==> src/rtl/vga_timing_pkg.sv <==
// Shared raster-timing types, 640x480@60 defaults and boundary helpers.
// Pure declarations: no logic, no latency, no flow control.
package vga_timing_pkg;

    typedef enum logic [1:0] {
        PH_ACTIVE = 2'd0,
        PH_FP     = 2'd1,
        PH_SYNC   = 2'd2,
        PH_BP     = 2'd3
    } phase_t;

    localparam int VGA_H_ACTIVE = 640;
    localparam int VGA_H_FP     = 16;
    localparam int VGA_H_SYNC   = 96;
    localparam int VGA_H_BP     = 48;
    localparam int VGA_V_ACTIVE = 480;
    localparam int VGA_V_FP     = 10;
    localparam int VGA_V_SYNC   = 2;
    localparam int VGA_V_BP     = 33;
    localparam int VGA_CW       = 10;

    function automatic int axis_total(input int active, input int fp, input int sync, input int bp);
        return active + fp + sync + bp;
    endfunction

    function automatic int sync_start(input int active, input int fp);
        return active + fp;
    endfunction

    function automatic int bp_start(input int active, input int fp, input int sync);
        return active + fp + sync;
    endfunction

endpackage

==> src/rtl/vga_timing_gen_axis.sv <==
// One raster axis: wrapping position counter plus ACTIVE/FP/SYNC/BP phase FSM.
// Registered outputs move on the same edge as the count; step=0 holds everything.
module timing_axis
    import vga_timing_pkg::*;
#(
    parameter int ACTIVE = VGA_H_ACTIVE,
    parameter int FP     = VGA_H_FP,
    parameter int SYNC   = VGA_H_SYNC,
    parameter int BP     = VGA_H_BP,
    parameter int CW     = VGA_CW
) (
    input  logic          pixel_clk,
    input  logic          reset,
    input  logic          step,
    output logic [CW-1:0] count,
    output phase_t        phase,
    output logic          last,
    output phase_t        phase_nxt
);

    localparam int TOTAL = axis_total(ACTIVE, FP, SYNC, BP);

    localparam logic [CW-1:0] C_LAST    = CW'(TOTAL - 1);
    localparam logic [CW-1:0] C_FP_M1   = CW'(ACTIVE - 1);
    localparam logic [CW-1:0] C_SYNC_M1 = CW'(sync_start(ACTIVE, FP) - 1);
    localparam logic [CW-1:0] C_BP_M1   = CW'(bp_start(ACTIVE, FP, SYNC) - 1);

    if (ACTIVE < 1 || FP < 1 || SYNC < 1 || BP < 1) begin : g_bad_timing
        $error("timing_axis: every timing parameter must be at least 1");
    end
    if (TOTAL > (1 << CW)) begin : g_bad_width
        $error("timing_axis: axis total does not fit in CW bits");
    end

    logic [CW-1:0] count_nxt;

    // Phase moves on the edge that carries the count across a boundary.
    always_comb begin
        count_nxt = count;
        phase_nxt = phase;
        if (step) begin
            count_nxt = (count == C_LAST) ? '0 : count + 1'b1;
            case (phase)
                PH_ACTIVE: if (count == C_FP_M1)   phase_nxt = PH_FP;
                PH_FP:     if (count == C_SYNC_M1) phase_nxt = PH_SYNC;
                PH_SYNC:   if (count == C_BP_M1)   phase_nxt = PH_BP;
                PH_BP:     if (count == C_LAST)    phase_nxt = PH_ACTIVE;
                default:   phase_nxt = PH_BP;
            endcase
        end
    end

    // The parked reset position is not a reached end, so last starts low.
    always_ff @(posedge pixel_clk) begin
        if (reset) begin
            count <= C_LAST;
            phase <= PH_BP;
            last  <= 1'b0;
        end else if (step) begin
            count <= count_nxt;
            phase <= phase_nxt;
            last  <= (count_nxt == C_LAST);
        end
    end

endmodule

==> src/rtl/vga_timing_gen.sv <==
// VGA raster timing: counts, phases, syncs, display enable and line/frame strobes.
// All outputs registered and aligned with the counts; ce=0 holds every output.
module vga_timing_gen
    import vga_timing_pkg::*;
#(
    parameter int H_ACTIVE   = VGA_H_ACTIVE,
    parameter int H_FP       = VGA_H_FP,
    parameter int H_SYNC     = VGA_H_SYNC,
    parameter int H_BP       = VGA_H_BP,
    parameter int V_ACTIVE   = VGA_V_ACTIVE,
    parameter int V_FP       = VGA_V_FP,
    parameter int V_SYNC     = VGA_V_SYNC,
    parameter int V_BP       = VGA_V_BP,
    parameter bit H_SYNC_POL = 1'b0,
    parameter bit V_SYNC_POL = 1'b0,
    parameter int CW         = VGA_CW
) (
    input  logic          pixel_clk,
    input  logic          reset,
    input  logic          ce,
    output logic [CW-1:0] h_count,
    output logic [CW-1:0] v_count,
    output logic [1:0]    h_phase,
    output logic [1:0]    v_phase,
    output logic          display_on,
    output logic          hsync,
    output logic          vsync,
    output logic          line_end,
    output logic          frame_end
);

    localparam int H_TOTAL = axis_total(H_ACTIVE, H_FP, H_SYNC, H_BP);

    localparam logic [CW-1:0] H_LAST     = CW'(H_TOTAL - 1);
    localparam logic [CW-1:0] H_PRE_LAST = CW'(H_TOTAL - 2);

    phase_t h_ph;
    phase_t v_ph;
    phase_t h_ph_nxt;
    phase_t v_ph_nxt;
    logic   h_last;
    logic   v_last;
    logic   v_step;

    // Compare on h_count, not h_last, so the first edge out of reset also wraps v.
    assign v_step = ce & (h_count == H_LAST);

    timing_axis #(
        .ACTIVE (H_ACTIVE),
        .FP     (H_FP),
        .SYNC   (H_SYNC),
        .BP     (H_BP),
        .CW     (CW)
    ) u_h_axis (
        .pixel_clk (pixel_clk),
        .reset     (reset),
        .step      (ce),
        .count     (h_count),
        .phase     (h_ph),
        .last      (h_last),
        .phase_nxt (h_ph_nxt)
    );

    timing_axis #(
        .ACTIVE (V_ACTIVE),
        .FP     (V_FP),
        .SYNC   (V_SYNC),
        .BP     (V_BP),
        .CW     (CW)
    ) u_v_axis (
        .pixel_clk (pixel_clk),
        .reset     (reset),
        .step      (v_step),
        .count     (v_count),
        .phase     (v_ph),
        .last      (v_last),
        .phase_nxt (v_ph_nxt)
    );

    assign h_phase  = h_ph;
    assign v_phase  = v_ph;
    assign line_end = h_last;

    // At h = H_TOTAL-2 the vertical axis cannot step, so v_last already describes the next cycle.
    always_ff @(posedge pixel_clk) begin
        if (reset) begin
            display_on <= 1'b0;
            hsync      <= ~H_SYNC_POL;
            vsync      <= ~V_SYNC_POL;
            frame_end  <= 1'b0;
        end else if (ce) begin
            display_on <= (h_ph_nxt == PH_ACTIVE) && (v_ph_nxt == PH_ACTIVE);
            hsync      <= (h_ph_nxt == PH_SYNC) ? H_SYNC_POL : ~H_SYNC_POL;
            vsync      <= (v_ph_nxt == PH_SYNC) ? V_SYNC_POL : ~V_SYNC_POL;
            frame_end  <= (h_count == H_PRE_LAST) && v_last;
        end
    end

endmodule

==> config.mk <==
export PLATFORM = sky130hd
export DESIGN_NAME = vga_timing_gen
export DESIGN_NICKNAME = d
export VERILOG_FILES = /design/src/rtl/vga_timing_pkg.sv /design/src/rtl/vga_timing_gen_axis.sv /design/src/rtl/vga_timing_gen.sv
export SDC_FILE = /design/constraint.sdc
export NUM_CORES = 1
export LEC_CHECK = 0
export ABC_AREA = 1
export ABC_CLOCK_PERIOD_IN_PS = 3900
export BUFFER_PORTS_ARGS = -buffer_cell sky130_fd_sc_hd__buf_2
export CELL_PAD_IN_SITES_DETAIL_PLACEMENT = 1
export CELL_PAD_IN_SITES_GLOBAL_PLACEMENT = 2
export CORE_MARGIN = 3
export CORE_UTILIZATION = 32
export DETAILED_ROUTE_END_ITERATION = 6
export PLACE_DENSITY = 0.82
export SETUP_SLACK_MARGIN = 0.2
export SYNTH_ARGS = -nofsm -noshare
export SYNTH_HDL_FRONTEND = slang
export SYNTH_HIERARCHICAL = 1
export SYNTH_SLANG_ARGS = --single-unit
export TNS_END_PERCENT = 20
==> constraint.sdc <==
create_clock -name pixel_clk -period 3.9 [get_ports pixel_clk]
set_clock_uncertainty 0.05 [all_clocks]
set_input_delay 0.195 -clock pixel_clk [delete_from_list [all_inputs] [get_ports pixel_clk]]
set_output_delay 0.195 -clock pixel_clk [all_outputs]
set_load 0.05 [all_outputs]
# Yosys cells after proc, flatten, opt, wreduce, memory -nomap -nowiden
# Cells that the tools add are included.
# totals
input_bits,3
elab_cells,56
regBits,30
output_inout_bits,29
# classes
mux,18
n_bitwise,1
reduce_logical,6
n_eq_ne,19
n_addsub,2
# op_table
cell,n
$eq 10x10->1 const B,8
$mux 10,4
$eq 10x9->1 const B,3
$add 10x1->10 const B,2
$mux 2,10
$pmux 2 s4,2
$eq 2x2->1 const B,6
$logic_not 2->1,4
$eq 2x1->1 const B,2
$logic_and 1x1->1,2
$mux 1,2
$and 1x1->1,1

# Depth between registers and ports, before layout
# logic_depth
depth_word,6
ltp_mapped,15
depth_no_buf,14

# By module
# Netlist, hierarchy kept.
# modules_own_cells
mod,seq_area_each_um2,area_per_inst_um2,instances,cells_per_inst
timing_axis at u_v_axis,260.2,930.9,1,147
timing_axis at u_h_axis,260.2,835.8,1,131
vga_timing_gen,80.1,229.0,1,39

# Worst setup path after synthesis
# OpenSTA, ideal clock, no wires.
# synth_path
path_kind,reg2reg
start,reg u_h_axis.count[1]
end,reg vsync
setup_time_ns,0.120
path_buffers,2
path_stages_with_launch,14
required_ns,3.730
synth_period_minus_slack_ns,2.312
path_slack_ns,1.588
arrival_ns,2.142
path_cell_list,dfxtp_1 > nand3_1 > nor4_1 > buf_2 > buf_4 > nand2_1 > inv_1 > nand4_1 > o21ai_0 > nor2_1 > nor2_1 > nand2_1 > o21ai_0 > nand2_1
# synth_via
elab_chain_len,5
# synth_rtl
item,line_no,rtl
"start, declared",vga_timing_gen_axis.sv:15,"output logic [CW-1:0] count,"
"start signal, assigned",vga_timing_gen_axis.sv:60,count <= count_nxt;
$eq 10x10->1,vga_timing_gen.sv:46,assign v_step = ce & (h_count == H_LAST);
$and 1x1->1,vga_timing_gen.sv:46,
named net v_step,vga_timing_gen.sv:43,logic v_step;
$mux 2,vga_timing_gen_axis.sv:41,if (step) begin
named net v_ph_nxt[0],vga_timing_gen.sv:40,phase_t v_ph_nxt;
$eq 2x2->1,vga_timing_gen.sv:94,vsync <= (v_ph_nxt == PH_SYNC) ? V_SYNC_POL : ~V_SYNC_POL;
$mux 1,vga_timing_gen.sv:94,
"end signal, assigned",vga_timing_gen.sv:89,vsync <= ~V_SYNC_POL;
"end signal, assigned",vga_timing_gen.sv:94,
"end, declared",vga_timing_gen.sv:27,"output logic vsync,"
# The timed path passes the listed nets, and every way through them passes these cells.
# A chain may end at the register's enable or synchronous reset.

# Worst setup path in the final report
# layout_path
start,reg u_h_axis.count[4]
end,reg vsync
# The elaborated chain is that of the path after synthesis.

==> flow_results.xml <==
<?xml version="1.0" encoding="UTF-8"?>
<metrics>
  <group name="cts">
    <metric name="post-cts-setup-buffers" unit="">0</metric>
    <metric name="hold_buffers" unit="">0</metric>
    <metric name="cts_htree_levels" unit="">2</metric>
    <metric name="clock_tree_from_tritoncts" unit="">built</metric>
    <metric name="number_of_buffers_added_by_the_clock_tree_synthesis_step" unit="">5</metric>
    <metric name="cts.reportedPaths.clkPinSlew" unit="ps">70</metric>
    <metric name="cts_num_sinks" unit="">30</metric>
    <metric name="worst_skew_pair.late_latency" unit="ps">280</metric>
    <metric name="clockRootBuffer" unit="">clkbuf_8</metric>
    <metric name="cts_resized" unit="">0</metric>
    <metric name="number_of_buffers_on_the_longest_clock_path" unit="">2</metric>
  </group>
  <group name="timing">
    <metric name="hold_viol" unit="">0</metric>
    <metric name="slew_headroom" unit="%">71.77</metric>
    <metric name="timing.setup.tns" unit="ps">0</metric>
    <metric name="final_setup_violation_count" unit="">0</metric>
    <metric name="setup_repair_after_global_routing_missed_its_margin" unit="">false</metric>
    <metric name="fmax" unit="MHz">444.4</metric>
    <metric name="transition_time_at_the_pin_with_the_least_slew_margin" unit="ps">422.9</metric>
    <metric name="final_period_util" unit="%">57.70</metric>
    <metric name="period_minus_slack" unit="ps">2250</metric>
    <metric name="final-max-slew-violation-count" unit="">0</metric>
  </group>
  <group name="floorplanning">
    <metric name="top_level_ports" unit="">32</metric>
    <metric name="core.rowCount" unit="">28</metric>
    <metric name="core_area" unit="sq mm">0.005991</metric>
    <metric name="dieArea" unit="sq mm">0.007220</metric>
    <metric name="floorplan.initialDensity" unit="%">33.31</metric>
    <metric name="die-height" unit="um">84.97</metric>
    <metric name="die_x" unit="um">84.97</metric>
  </group>
  <group name="cells_and_area">
    <metric name="layout.nets" unit="">358</metric>
    <metric name="layout-area-overhead-vs-synth" unit="%">15.42</metric>
    <metric name="final_util" unit="%">38.45</metric>
    <metric name="insertedDiodeCount" unit="">0</metric>
    <metric name="drive_gt1_share" unit="%">19.66</metric>
  </group>
  <group name="logic_synthesis">
    <metric name="ys_seq_elements" unit="">30</metric>
    <metric name="synth_enable_flop_cells" unit="">0</metric>
    <metric name="ys_dominant_reg_cell" unit="">dfxtp_1</metric>
    <metric name="post_synth_most_frequent_cells" unit="">94 x nand2_1, 46 x inv_1, 38 x nor2_1</metric>
    <metric name="synth_area_leaders" unit="">dfxtp_1 30%, nand2_1 18%, inv_1 8.7%, nor2_1 7.1%, nand3_1 6.8%</metric>
    <metric name="syn_avg_cell_area" unit="sq um">6.295</metric>
    <metric name="synth_fp_nets" unit="">325</metric>
    <metric name="synth.cell_area" unit="sq mm">0.001996</metric>
    <metric name="synth_most_common_cell" unit="">nand2_1</metric>
    <metric name="proportion_of_register_bits_with_asynchronous_set_or_reset_after_synthesis" unit="%">0</metric>
    <metric name="synth.distinct_cells" unit="">31</metric>
    <metric name="synth_top_area_share" unit="%">30.09</metric>
    <metric name="synth_sequential_area_ratio" unit="%">30.09</metric>
    <metric name="netlist.top_cell.by_area" unit="">dfxtp_1</metric>
    <metric name="syn_inst" unit="">317</metric>
    <metric name="synth.yosys.warnings" unit="">6</metric>
  </group>
  <group name="critical_path">
    <metric name="timing.critical_path.from_type" unit="">register</metric>
    <metric name="r2r-start" unit="">u_h_axis/count[4]$_SDFFE_PP1P_</metric>
    <metric name="r2r_setup_slack" unit="ps">1650</metric>
    <metric name="crit_fanout" unit="">16</metric>
    <metric name="path_class" unit="">reg2reg</metric>
    <metric name="cp.arrival" unit="ps">2370</metric>
    <metric name="crit_start" unit="">u_h_axis/count[4]$_SDFFE_PP1P_</metric>
    <metric name="endpoint_kind" unit="">register</metric>
    <metric name="timing.critical_path.required" unit="ps">4020</metric>
  </group>
  <group name="routing">
    <metric name="avgViaCountPerCell" unit="">4.779</metric>
    <metric name="num_vias" unit="">2036</metric>
    <metric name="initialDrtViolationCount" unit="">65</metric>
    <metric name="remaining_drc_errors" unit="">0</metric>
    <metric name="wire_per_inst" unit="um">13.74</metric>
    <metric name="antenna_violating_nets_post_route" unit="">0</metric>
    <metric name="drt-pass1-iter-count" unit="">4</metric>
    <metric name="drt_wl_total" unit="mm">5.853</metric>
  </group>
  <group name="placement">
    <metric name="gpl.final_weighted_congestion" unit="">0.8730</metric>
    <metric name="io_port_bufs" unit="">31</metric>
    <metric name="detailed_place_hpwl" unit="mm">4.645</metric>
  </group>
  <group name="global_route">
    <metric name="globalRouteTotalUtil" unit="%">17.55</metric>
    <metric name="via_count_of_the_first_global_routing_pass" unit="">2095</metric>
    <metric name="initial_antenna_violation_count" unit="">0</metric>
    <metric name="aggregate_global_routing_overflow" unit="">0</metric>
    <metric name="maximum_number_of_pins_on_one_net_before_global_route_repair" unit="">23</metric>
    <metric name="grt_pass1_wl" unit="mm">10.32</metric>
  </group>
  <group name="power">
    <metric name="p_leak" unit="nW">1.213</metric>
    <metric name="cellPowerDensity" unit="mW/mm^2">448.1</metric>
    <metric name="vdd.ir_drop.worst" unit="uV">168.3</metric>
    <metric name="totalPowerFinal" unit="mW">1.032</metric>
  </group>
  <group name="min_path">
    <metric name="holdCritPathClass" unit="">in2reg</metric>
    <metric name="min-delay-start" unit="">reset</metric>
  </group>
  <group name="job">
    <metric name="count_of_max_cap_constraint_violations" unit="">0</metric>
  </group>
  <group name="outcome">
    <metric name="run_status" unit="">finished, final reports clean</metric>
  </group>
</metrics>
-- cell families after synthesis --
kind of cell | count (synthesis) | synth area share (%)
adders and majority gates | 5 | 3.135
buffers and inverters | 57 | 12.10
AOI/OAI and AO/OA | 22 | 6.645
DFF | 30 | 30.09
xor gates and xnor gates | 4 | 1.756
and+or+nand+nor | 199 | 46.27
-- where the power goes --
group | leakage [nW] | switching, mW | internal, mW
Sequential | 0.245 | 0.0496 | 0.336
Combinational | 0.921 | 0.280 | 0.103
Clock | 0.0472 | 0.122 | 0.142
-- layout by cell type (no fill, tap or decap), types with 3 or more instances in the layout --
master	netlist	routed
nand2_1	94	94
inv_1	46	46
nor2_1	38	38
buf_2	1	31
dfxtp_1	30	30
nand3_1	27	27
nand4_1	9	9
o21ai_0	9	9
clkbuf_8	0	6
nand2_2	6	6
nor2_2	6	6
nor3_1	6	6
a21oi_1	5	5
ha_1	5	5
inv_2	5	5
a21oi_2	3	3
nor2_4	3	3
xor2_1	3	3
-- cell type report --
class                           instances  area [sq um]
Clock inverter                          2         12.51
Multi-Input combinational cell        230          1160
Inverter                               51         191.4
Clock buffer                            6         82.58
Fill cell                             812          3687
Tap cell                               75         93.84
Sequential cell                        30         600.6
Timing Repair Buffer                   32         162.7
-- routing by layer --
metal  global-route usage (%)  vias to the layer above  wire length [um]
li1                         -                     1053                 -
met2                    26.20                       33              2464
met3                    2.718                        4               178
met1                    26.43                      946              3162
met5                        0                        -                 0
met4                    3.885                        0                47
-- critical path, stage by stage, from the launching register on --
cell     delay (ps)
dfxtp_1         580
nand4_1         190
nor4_2          170
buf_4           260
nand2_1          70
inv_1            70
nand4_1         130
o21ai_0         240
nor2_1           90
nor2_1          100
nand2_1          50
o21ai_0          70
nand2_1          70
-- metrics by stage --
stage	instances	hold WS, ps	worst slack, ps	cell area [sq um]
floorplan	317	207.4	1588	1996
global placement	418	401.2	1732	2208
detailed placement	418	403.7	1613	2208
CTS	426	272.6	1629	2303
global route	426	290.1	1373	2303
finish	426	271.9	1650	2303
-- registers in the layout (all words and copies together) (netlist names) --
signal and flops:
u_v_axis/count 10, u_v_axis/phase 2, u_h_axis/last 1, hsync 1, frame_end 1, u_h_axis/count 10, vsync 1, display_on 1
u_h_axis/phase 2, u_v_axis/last 1
-- final timing paths --
check	depth (start not counted)	to
hold reg to reg	2	hsync$_SDFFE_PP1P_
setup / recovery	12	vsync$_SDFFE_PP1P_
setup reg to reg	12	vsync$_SDFFE_PP1P_
hold / removal	2	u_h_axis/count[6]$_SDFFE_PP0P_
(Power assumes the default switching activity.)
